**src/rtl/core_defs.sv**
```systemverilog
// Shared definitions for the pipeline sequencer: FSM states, vector selection
// and the default word addresses of the reset and interrupt vectors.
package core_defs;

  typedef enum logic [2:0] {
    S_VA,
    S_VB,
    S_VC,
    S_RUN,
    S_HALT
  } state_t;

  typedef enum logic {
    VEC_RST,
    VEC_INT
  } vec_sel_t;

  localparam int unsigned RST_VEC_ADDR = 0;
  localparam int unsigned INT_VEC_ADDR = 2;

endpackage

```
**src/rtl/hazard_detect.sv**
```systemverilog
// Load-use hazard detector: the load in EX writes a register the ID
// instruction is about to read.
module hazard_detect #(
  parameter int unsigned RA_W = 3
) (
  input  logic            ex_mem_read,
  input  logic [RA_W-1:0] ex_rd,
  input  logic [RA_W-1:0] id_rs,
  input  logic [RA_W-1:0] id_rt,
  input  logic            id_uses_rs,
  input  logic            id_uses_rt,
  output logic            hazard
);

  // Stall request when either used source matches the pending load target.
  always_comb begin
    hazard = ex_mem_read &
             ((id_uses_rs & (ex_rd == id_rs)) | (id_uses_rt & (ex_rd == id_rt)));
  end

endmodule

```
**src/rtl/pipeline_sequencer.sv**
```systemverilog
// Pipeline sequencer: vector fetch after reset and interrupt, load-use stalls,
// HLT halting and interrupt entry.
module pipeline_sequencer
  import core_defs::*;
#(
  parameter int unsigned PC_W         = 32,
  parameter int unsigned DATA_W       = 16,
  parameter int unsigned RA_W         = 3,
  parameter int unsigned RST_VEC_ADDR = core_defs::RST_VEC_ADDR,
  parameter int unsigned INT_VEC_ADDR = core_defs::INT_VEC_ADDR
) (
  input  logic              clk,
  input  logic              reset,
  input  logic              ex_mem_read,
  input  logic [RA_W-1:0]   ex_rd,
  input  logic [RA_W-1:0]   id_rs,
  input  logic [RA_W-1:0]   id_rt,
  input  logic              id_uses_rs,
  input  logic              id_uses_rt,
  input  logic              id_is_hlt,
  input  logic [PC_W-1:0]   id_pc,
  input  logic              intr,
  input  logic [DATA_W-1:0] mem_rdata,
  output logic              mem_req,
  output logic [PC_W-1:0]   mem_addr,
  output logic              pc_write,
  output logic              pc_load,
  output logic [PC_W-1:0]   pc_vec,
  output logic              ifid_write,
  output logic              ifid_flush,
  output logic              idex_flush,
  output logic              save_epc,
  output logic [PC_W-1:0]   epc_val,
  output logic              halted,
  output logic              busy
);

  state_t            state, next_state;
  vec_sel_t          vec_sel, next_vec_sel;
  logic              int_pend;
  logic              halted_q;
  logic [DATA_W-1:0] vec_lo, vec_hi;
  logic [PC_W-1:0]   base;
  logic              hazard;

  hazard_detect #(
    .RA_W(RA_W)
  ) u_hazard (
    .ex_mem_read(ex_mem_read),
    .ex_rd      (ex_rd),
    .id_rs      (id_rs),
    .id_rt      (id_rt),
    .id_uses_rs (id_uses_rs),
    .id_uses_rt (id_uses_rt),
    .hazard     (hazard)
  );

  assign base = (vec_sel == VEC_INT) ? PC_W'(INT_VEC_ADDR) : PC_W'(RST_VEC_ADDR);

  // State, vector registers, pending interrupt and registered halt flag.
  always_ff @(posedge clk) begin
    if (reset) begin
      state    <= S_VA;
      vec_sel  <= VEC_RST;
      int_pend <= 1'b0;
      vec_lo   <= '0;
      vec_hi   <= '0;
      halted_q <= 1'b0;
    end else begin
      state    <= next_state;
      vec_sel  <= next_vec_sel;
      // Clear wins over a simultaneous new request.
      int_pend <= save_epc ? 1'b0 : (int_pend | intr);
      if (state == S_VB) vec_lo <= mem_rdata;
      if (state == S_VC) vec_hi <= mem_rdata;
      halted_q <= (next_state == S_HALT);
    end
  end

  // Next-state and strobe decode; reset forces flushes high and all else low.
  always_comb begin
    next_state   = state;
    next_vec_sel = vec_sel;
    mem_req      = 1'b0;
    mem_addr     = '0;
    pc_write     = 1'b0;
    pc_load      = 1'b0;
    ifid_write   = 1'b0;
    ifid_flush   = 1'b0;
    idex_flush   = 1'b0;
    save_epc     = 1'b0;
    busy         = 1'b0;
    halted       = halted_q;
    // Hi word is still on mem_rdata in S_VC, so the vector is presented unregistered there.
    pc_vec       = (state == S_VC) ? {mem_rdata, vec_lo} : {vec_hi, vec_lo};
    unique case (state)
      S_VA: begin
        mem_req    = 1'b1;
        mem_addr   = base;
        busy       = 1'b1;
        ifid_flush = 1'b1;
        idex_flush = 1'b1;
        next_state = S_VB;
      end
      S_VB: begin
        mem_req    = 1'b1;
        mem_addr   = base + PC_W'(1);
        busy       = 1'b1;
        ifid_flush = 1'b1;
        idex_flush = 1'b1;
        next_state = S_VC;
      end
      S_VC: begin
        pc_load    = 1'b1;
        busy       = 1'b1;
        ifid_flush = 1'b1;
        idex_flush = 1'b1;
        next_state = S_RUN;
      end
      S_RUN: begin
        if (hazard) begin
          idex_flush = 1'b1;
        end else if (int_pend) begin
          save_epc     = 1'b1;
          ifid_flush   = 1'b1;
          idex_flush   = 1'b1;
          next_vec_sel = VEC_INT;
          next_state   = S_VA;
        end else begin
          pc_write   = 1'b1;
          ifid_write = 1'b1;
          if (id_is_hlt) next_state = S_HALT;
        end
      end
      S_HALT: begin
        idex_flush = 1'b1;
        if (int_pend) begin
          save_epc     = 1'b1;
          ifid_flush   = 1'b1;
          next_vec_sel = VEC_INT;
          next_state   = S_VA;
        end
      end
      default: next_state = S_VA;
    endcase
    if (reset) begin
      mem_req    = 1'b0;
      mem_addr   = '0;
      pc_write   = 1'b0;
      pc_load    = 1'b0;
      ifid_write = 1'b0;
      ifid_flush = 1'b1;
      idex_flush = 1'b1;
      save_epc   = 1'b0;
      busy       = 1'b0;
      halted     = 1'b0;
      pc_vec     = '0;
    end
    epc_val = save_epc ? id_pc : '0;
  end

endmodule

```
**config.mk**
```make
export PLATFORM = sky130hd
export DESIGN_NAME = pipeline_sequencer
export DESIGN_NICKNAME = d
export VERILOG_FILES = /design/src/rtl/core_defs.sv /design/src/rtl/hazard_detect.sv /design/src/rtl/pipeline_sequencer.sv
export SDC_FILE = /design/constraint.sdc
export NUM_CORES = 1
export LEC_CHECK = 0
export BUFFER_PORTS_ARGS = -buffer_cell sky130_fd_sc_hd__buf_2
export CORE_UTILIZATION = 46
export CTS_CLUSTER_DIAMETER = 80
export CTS_CLUSTER_SIZE = 14
export DETAILED_ROUTE_END_ITERATION = 12
export GPL_ROUTABILITY_DRIVEN = 0
export PLACE_DENSITY = 0.88
export SLEW_MARGIN = 20
export SYNTH_ARGS = -nofsm -noshare
export SYNTH_HDL_FRONTEND = slang
export SYNTH_SLANG_ARGS = --single-unit
```
**constraint.sdc**
```tcl
create_clock -name clk -period 4.58 [get_ports clk]
set_clock_uncertainty 0.05 [all_clocks]
set_input_delay 0.916 -clock clk [delete_from_list [all_inputs] [get_ports clk]]
set_output_delay 0.916 -clock clk [all_outputs]
set_load 0.02 [all_outputs]
```
==> results of run 1 <==
==> worst max-delay path by stage <==
stage	start	endpoint	depth (start not counted)
floorplan	ex_rd[1]	pc_write	5
global placement	ex_rd[0]	epc_val[10]	7
detailed placement	id_rs[1]	epc_val[28]	7
CTS	id_rs[1]	epc_val[28]	7
global route	ex_rd[2]	save_epc	7
finish	ex_rd[0]	epc_val[28]	7
==> cells in the final DEF, fill, tap and decap left out, types with 2 or more instances in the layout <==
| cell type | Yosys | layout |
|---|---|---|
| a211oi_1 | 5 | 5 |
| a211oi_2 | 29 | 29 |
| a21oi_1 | 36 | 36 |
| and2_1 | 2 | 2 |
| buf_2 | 3 | 138 |
| buf_4 | 34 | 4 |
| clkbuf_8 | 0 | 6 |
| conb_1 | 1 | 30 |
| dfxtp_1 | 38 | 38 |
| inv_1 | 35 | 35 |
| nand2_1 | 36 | 36 |
| nand3_1 | 2 | 2 |
| nand4_1 | 2 | 2 |
| nor2_1 | 6 | 6 |
| nor2b_1 | 17 | 17 |
| o211ai_1 | 2 | 2 |
| o21ai_0 | 3 | 3 |
| o221a_2 | 2 | 2 |
| o22a_1 | 16 | 16 |
| xnor2_1 | 6 | 6 |
==> cell families after synthesis <==
logic type	synth area share
compound gates	0.3383
xor+xnor	0.02074
buf+inv	0.2015
flops	0.3002
other cells	0.001480
simple gates	0.1378
==> metal layers <==
metal,global-route usage,part of all wire,up-vias
li1,-,-,1240
met1,0.2482,0.41,1126
met2,0.3838,0.51,121
met3,0.04072,0.057,18
met4,0.07885,0.023,0
met5,0,0,-
==> sequential cells by signal (all words and copies together), names as in the netlist <==
signal    flops
vec_hi       16
int_pend      1
state         3
halted_q      1
vec_sel       1
vec_lo       16
==> worst max-delay path: cells and delay by family <==
kind,cells,cell delay [ps]
xor gates and xnor gates,1,260
AOI/OAI and AO/OA,3,510
buffers and inverters,3,750
==> layout make-up <==
cell class / count / area [um2]
Fill cell: 456 / 2034
Clock inverter: 2 / 12.51
Timing Repair Buffer: 142 / 720.7
Tap cell: 70 / 87.58
Clock buffer: 6 / 82.58
Multi-Input combinational cell: 209 / 1371
Sequential cell: 38 / 760.7
Inverter: 36 / 135.1
==> report_power, final <==
part / leakage (nW) / internal [mW] / switching [mW]
clock: 0.0472 / 0.121 / 0.115
sequential: 0.312 / 0.369 / 0.0193
combinational: 1.24 / 0.0962 / 0.186
==> stage by stage <==
step | cells | hold slack [ps] | util
after floorplan | 338 | 394.2 | -
after global placement | 495 | 400.1 | 0.5909
after detailed placement | 495 | 405.9 | 0.5909
after CTS | 503 | 416.2 | 0.6091
after global routing | 503 | 442.2 | 0.6091
final | 503 | 414.1 | 0.6091
==> impl_metrics.ini, run 1 <==
[route]
routedWlPerCell_um = 12.78
vias_per_cell = 4.980
drc_errors = 0
first_pass_iters = 4
drt_iter0_markers = 89
ant_nets = 0
routed_wl_um = 6427
vias = 2505

[floorplan]
die_y_um = 76.22
initial_core_util = 0.4868
core_um2 = 5205
die_w_um = 76.22
ioPinCount = 169
row_count = 26
die_area_um2 = 5809

[yosys]
synth_warnings = 0
synthArstFlopShare = 0
syn_area_per_cell_um2 = 8.200
synth-edff-count = 0
yosysMostFrequentCell = dfxtp_1
yosys-top-cells-count = dfxtp_1, a21oi_1, nand2_1, inv_1, buf_4
synthDistinctLibCells = 37
netlist_top_cells_area = dfxtp_1, a211oi_2, buf_4, a21oi_1, o22a_1
ys_ff_latch = 38
synth_area_um2 = 2534
synth-main-ff-cell = dfxtp_1
synth_top_area_frac = 0.3002
seq_area_frac_synth = 0.3002
syn_inst = 309
synth_top_cell_by_area = dfxtp_1

[worst_setup_path]
required_ps = 3610
startpoint_type = input port
cp_max_fo = 33
path_class = in -> out
rr_startpoint = state[1]
r2r_slack_ps = 2750
critical_path.cell_chain = buf_2 > xnor2_1 > a41oi_2 > o211ai_4 > buf_4 > a211oi_2 > buf_2
max_stage_delay_ps = 440
arrival_ps = 2450
r2r-end = vec_lo[14]
critical-path-slowest-cell = buf_4
path_common_cell = buf_2
cp-end-kind = output port
rr_worst_depth = 4

[global_route]
grt_overflow = 0
grt_pass1_wl_um = 10120
first_global_vias = 2204
grt_max_degree = 50
grt_usage = 0.2130
antenna_found_initial = 0

[worst_hold_path]
min_to = vec_hi[2]
holdPathStages = 2
worstHoldStart = vec_hi[2]
hold_path.class = reg -> reg

[power]
p_total_mw = 0.9068
vdd_drop_max_uv = 328.3
p_leak_nw = 1.600
p_per_area_nw_per_um2 = 286.0

[flow_run]
maxCapViolations = 0

[cts]
cts_hold_buffers = 0
cts.sinks = 38
cts_setup_buffers = 0
clock_latency_ps = 280
cts_root_buf = clkbuf_8
tritoncts = built
ctsHtreeMaxLevel = 2
cts_resized = 0
clk_pin_slew_worst_paths_ps = 70
numCtsBuffers = 5
clockBufferDepth = 2

[timing]
hold_violations = 0
period_needed_ps = 3412
timing.setup.tns_ps = 0
worstMarginPinSlew_ps = 668.7
finalWorstSetupSlack_ps = 1168
drv_slew = 0
period_share = 0.7449
max_freq_mhz = 293.1
setup_viol = 0
rsz0062_at_grt = false
slew_headroom = 0.5537

[finish]
nets = 496
stdcell_area_um2 = 3171
drive_above_1_share = 0.4296
diodes = 0
synthToLayoutAreaGrowth_pct = 25.14

[placed_design]
pre_cts_ws_ps = 1193
dpl.hpwl_um = 4888
io_buffers = 138
place_area_um2 = 3075

[run_status]
status = finished, final reports clean
Power figures use the tool's default switching activity.
==> run 2, diff against run 1 <==
- ABC_AREA: not set -> 1
- CORE_UTILIZATION: 46 -> 41
- PLACE_DENSITY: 0.88 -> 0.82
- clock period: 4.58 -> 3.45 ns (I/O delays scaled with it)
==> impl_metrics.ini, run 2 <==
[cts]
ctsHtreeMaxLevel = 2
cts_resized = 0
tritoncts = built
clockBufferDepth = 2
clock_latency_ps = 290
numCtsBuffers = 5
cts_hold_buffers = 0
cts_root_buf = clkbuf_8
clk_pin_slew_worst_paths_ps = 60
cts.sinks = 38
cts_setup_buffers = 0

[power]
comb_power_share = 0.264
swShare = 0.3182
intPower_mw = 0.8138
p_leak_nw = 1.987
vdd_drop_max_uv = 266.7
clkPwrFrac = 0.318
power.switching_mw = 0.3798
p_per_area_nw_per_um2 = 400.3
seqPwrFrac = 0.418

[timing]
max_freq_mhz = 342.3
setup_viol = 0
rsz0062_at_grt = false
timing.setup.tns_ps = 0
period_share = 0.8468
period_needed_ps = 2921
hold_violations = 0
finalWorstSetupSlack_ps = 528.7
drv_slew = 0

[yosys]
netlist_top_cells_area = dfxtp_1, nor2_1, inv_1, buf_4, nand2_1
synth_warnings = 0
synthArstFlopShare = 0
yosys-top-cells-count = nor2_1, inv_1, dfxtp_1, buf_4, nand2_1
syn_inst = 364
synth_top_area_frac = 0.3328
synth-edff-count = 0
seq_area_frac_synth = 0.3328
synth-main-ff-cell = dfxtp_1
synth_top_cell_by_area = dfxtp_1
syn_area_per_cell_um2 = 6.280
synthDistinctLibCells = 22
ys_ff_latch = 38
synth_area_um2 = 2286
yosysMostFrequentCell = nor2_1

[worst_setup_path]
path_class = in -> out
path_common_cell = nand2_1
startpoint_type = input port
cp-end-kind = output port
cp_num_buf_inv = 3
critical-path-slowest-cell = nand3_4
crit_family = simple AND/OR/NAND/NOR gates
required_ps = 2710
max_stage_delay_ps = 320
arrival_ps = 2180
cp_max_fo = 34
critical_path.cell_chain = buf_2 > inv_1 > nand2_1 > nand2_1 > nor2_1 > nand2_1 > nand2_1 > nand2_2 > nand2_2 > nand2_2 > nand3_4 > nor2_1 > buf_2

[global_route]
gr-max-usage-layer = met2
grtUsageMet3 = 0.05238
grt_overflow = 0
use_met1 = 0.2095
grt_max_degree = 35
met2_usage = 0.3670
grt_usage = 0.1965
first_global_vias = 2158
grt_pass1_wl_um = 9390
antenna_found_initial = 0

[route]
routedWlPerCell_um = 10.58
routed_wl_um = 5987
drc_errors = 0
drt_iter0_markers = 88
first_pass_iters = 6
vias = 2457
ant_nets = 0
vias_per_cell = 4.341

[floorplan]
core_um2 = 5238
row_count = 26
ioPinCount = 169
die_w_um = 76.67
die_y_um = 76.67
die_area_um2 = 5878
initial_core_util = 0.4365

[finish]
nets = 560
n_fill_cell = 530
drive_above_1_share = 0.3367
synthToLayoutAreaGrowth_pct = 30.43
final_common_cell = buf_2
stdcell_area_um2 = 2982
diodes = 0
largestRegisters = vec_hi (16), vec_lo (16), state (3)
layout_common_cells = buf_2, nor2_1, inv_1

[placed_design]
pre_cts_ws_ps = 507.4
io_buffers = 138
place_area_um2 = 2869
dpl.hpwl_um = 4602

[flow_run]
maxCapViolations = 0

[run_status]
status = finished, final reports clean

[worst_hold_path]
hold_path.class = reg -> reg
run 2: metrics by stage:
step / cells / hold WS, ps / util / power, mW
6_report: 566 / 407.7 / 0.5693 / 1.194
5_1_grt: 566 / 431.5 / 0.5693 / 1.260
4_1_cts: 566 / 410.1 / 0.5693 / 1.203
3_5_place_dp: 559 / 398.1 / 0.5478 / 0.8216
3_3_place_gp: 559 / 394.0 / 0.5478 / 0.8129
2_1_floorplan: 393 / 375.9 / - / 0.7446
run 2: final cells by class:
cell class	instances	area, um2	area share
Clock buffer	6	82.58	0.02770
Clock inverter	1	30.03	0.01007
Inverter	85	319.1	0.1070
Multi-Input combinational cell	226	996.0	0.3340
Timing Repair Buffer	140	705.7	0.2367
Tap cell	70	87.58	0.02937
Sequential cell	38	760.7	0.2551
run 2: logic make-up (layout without fill, tap and decap cells):
kind of cell    after synthesis  count (layout)  share of synthesized area
simple gates                160             160                     0.2988
flops                        38              38                     0.3328
buf+inv                     129             232                     0.2791
other cells                   1              30                   0.001640
compound gates               36              36                    0.08758
run 2: power groups by stage:
stage	registers [mW]	logic, mW	clock network, mW
after floorplan	0.502	0.242	0
after CTS	0.499	0.315	0.389
after global placement	0.506	0.307	0
final	0.499	0.315	0.380
after detailed placement	0.508	0.313	0
after global routing	0.502	0.349	0.409
run 2: metal layers:
| layer | vias up | wire, um |
|---|---|---|
| met5 | - | 0 |
| met3 | 4 | 465 |
| met4 | 0 | 44 |
| met2 | 121 | 2966 |
| met1 | 1071 | 2510 |
| li1 | 1261 | - |
run 2: worst paths after layout:
check | startpoint | end | slack, ps | depth (start not counted)
worst max register to register | state[2] | vec_lo[8] | 1800 | 5
worst max-delay path | ex_rd[1] | epc_val[21] | 530 | 13
worst min register to register | vec_sel | vec_sel | 410 | 2
worst min-delay path | vec_sel | vec_sel | 410 | 2
run 2: worst min-delay path, stage by stage, from the launching register on:
cell     delay, ps
dfxtp_1        310
nand2_1         60
nand2_1         50
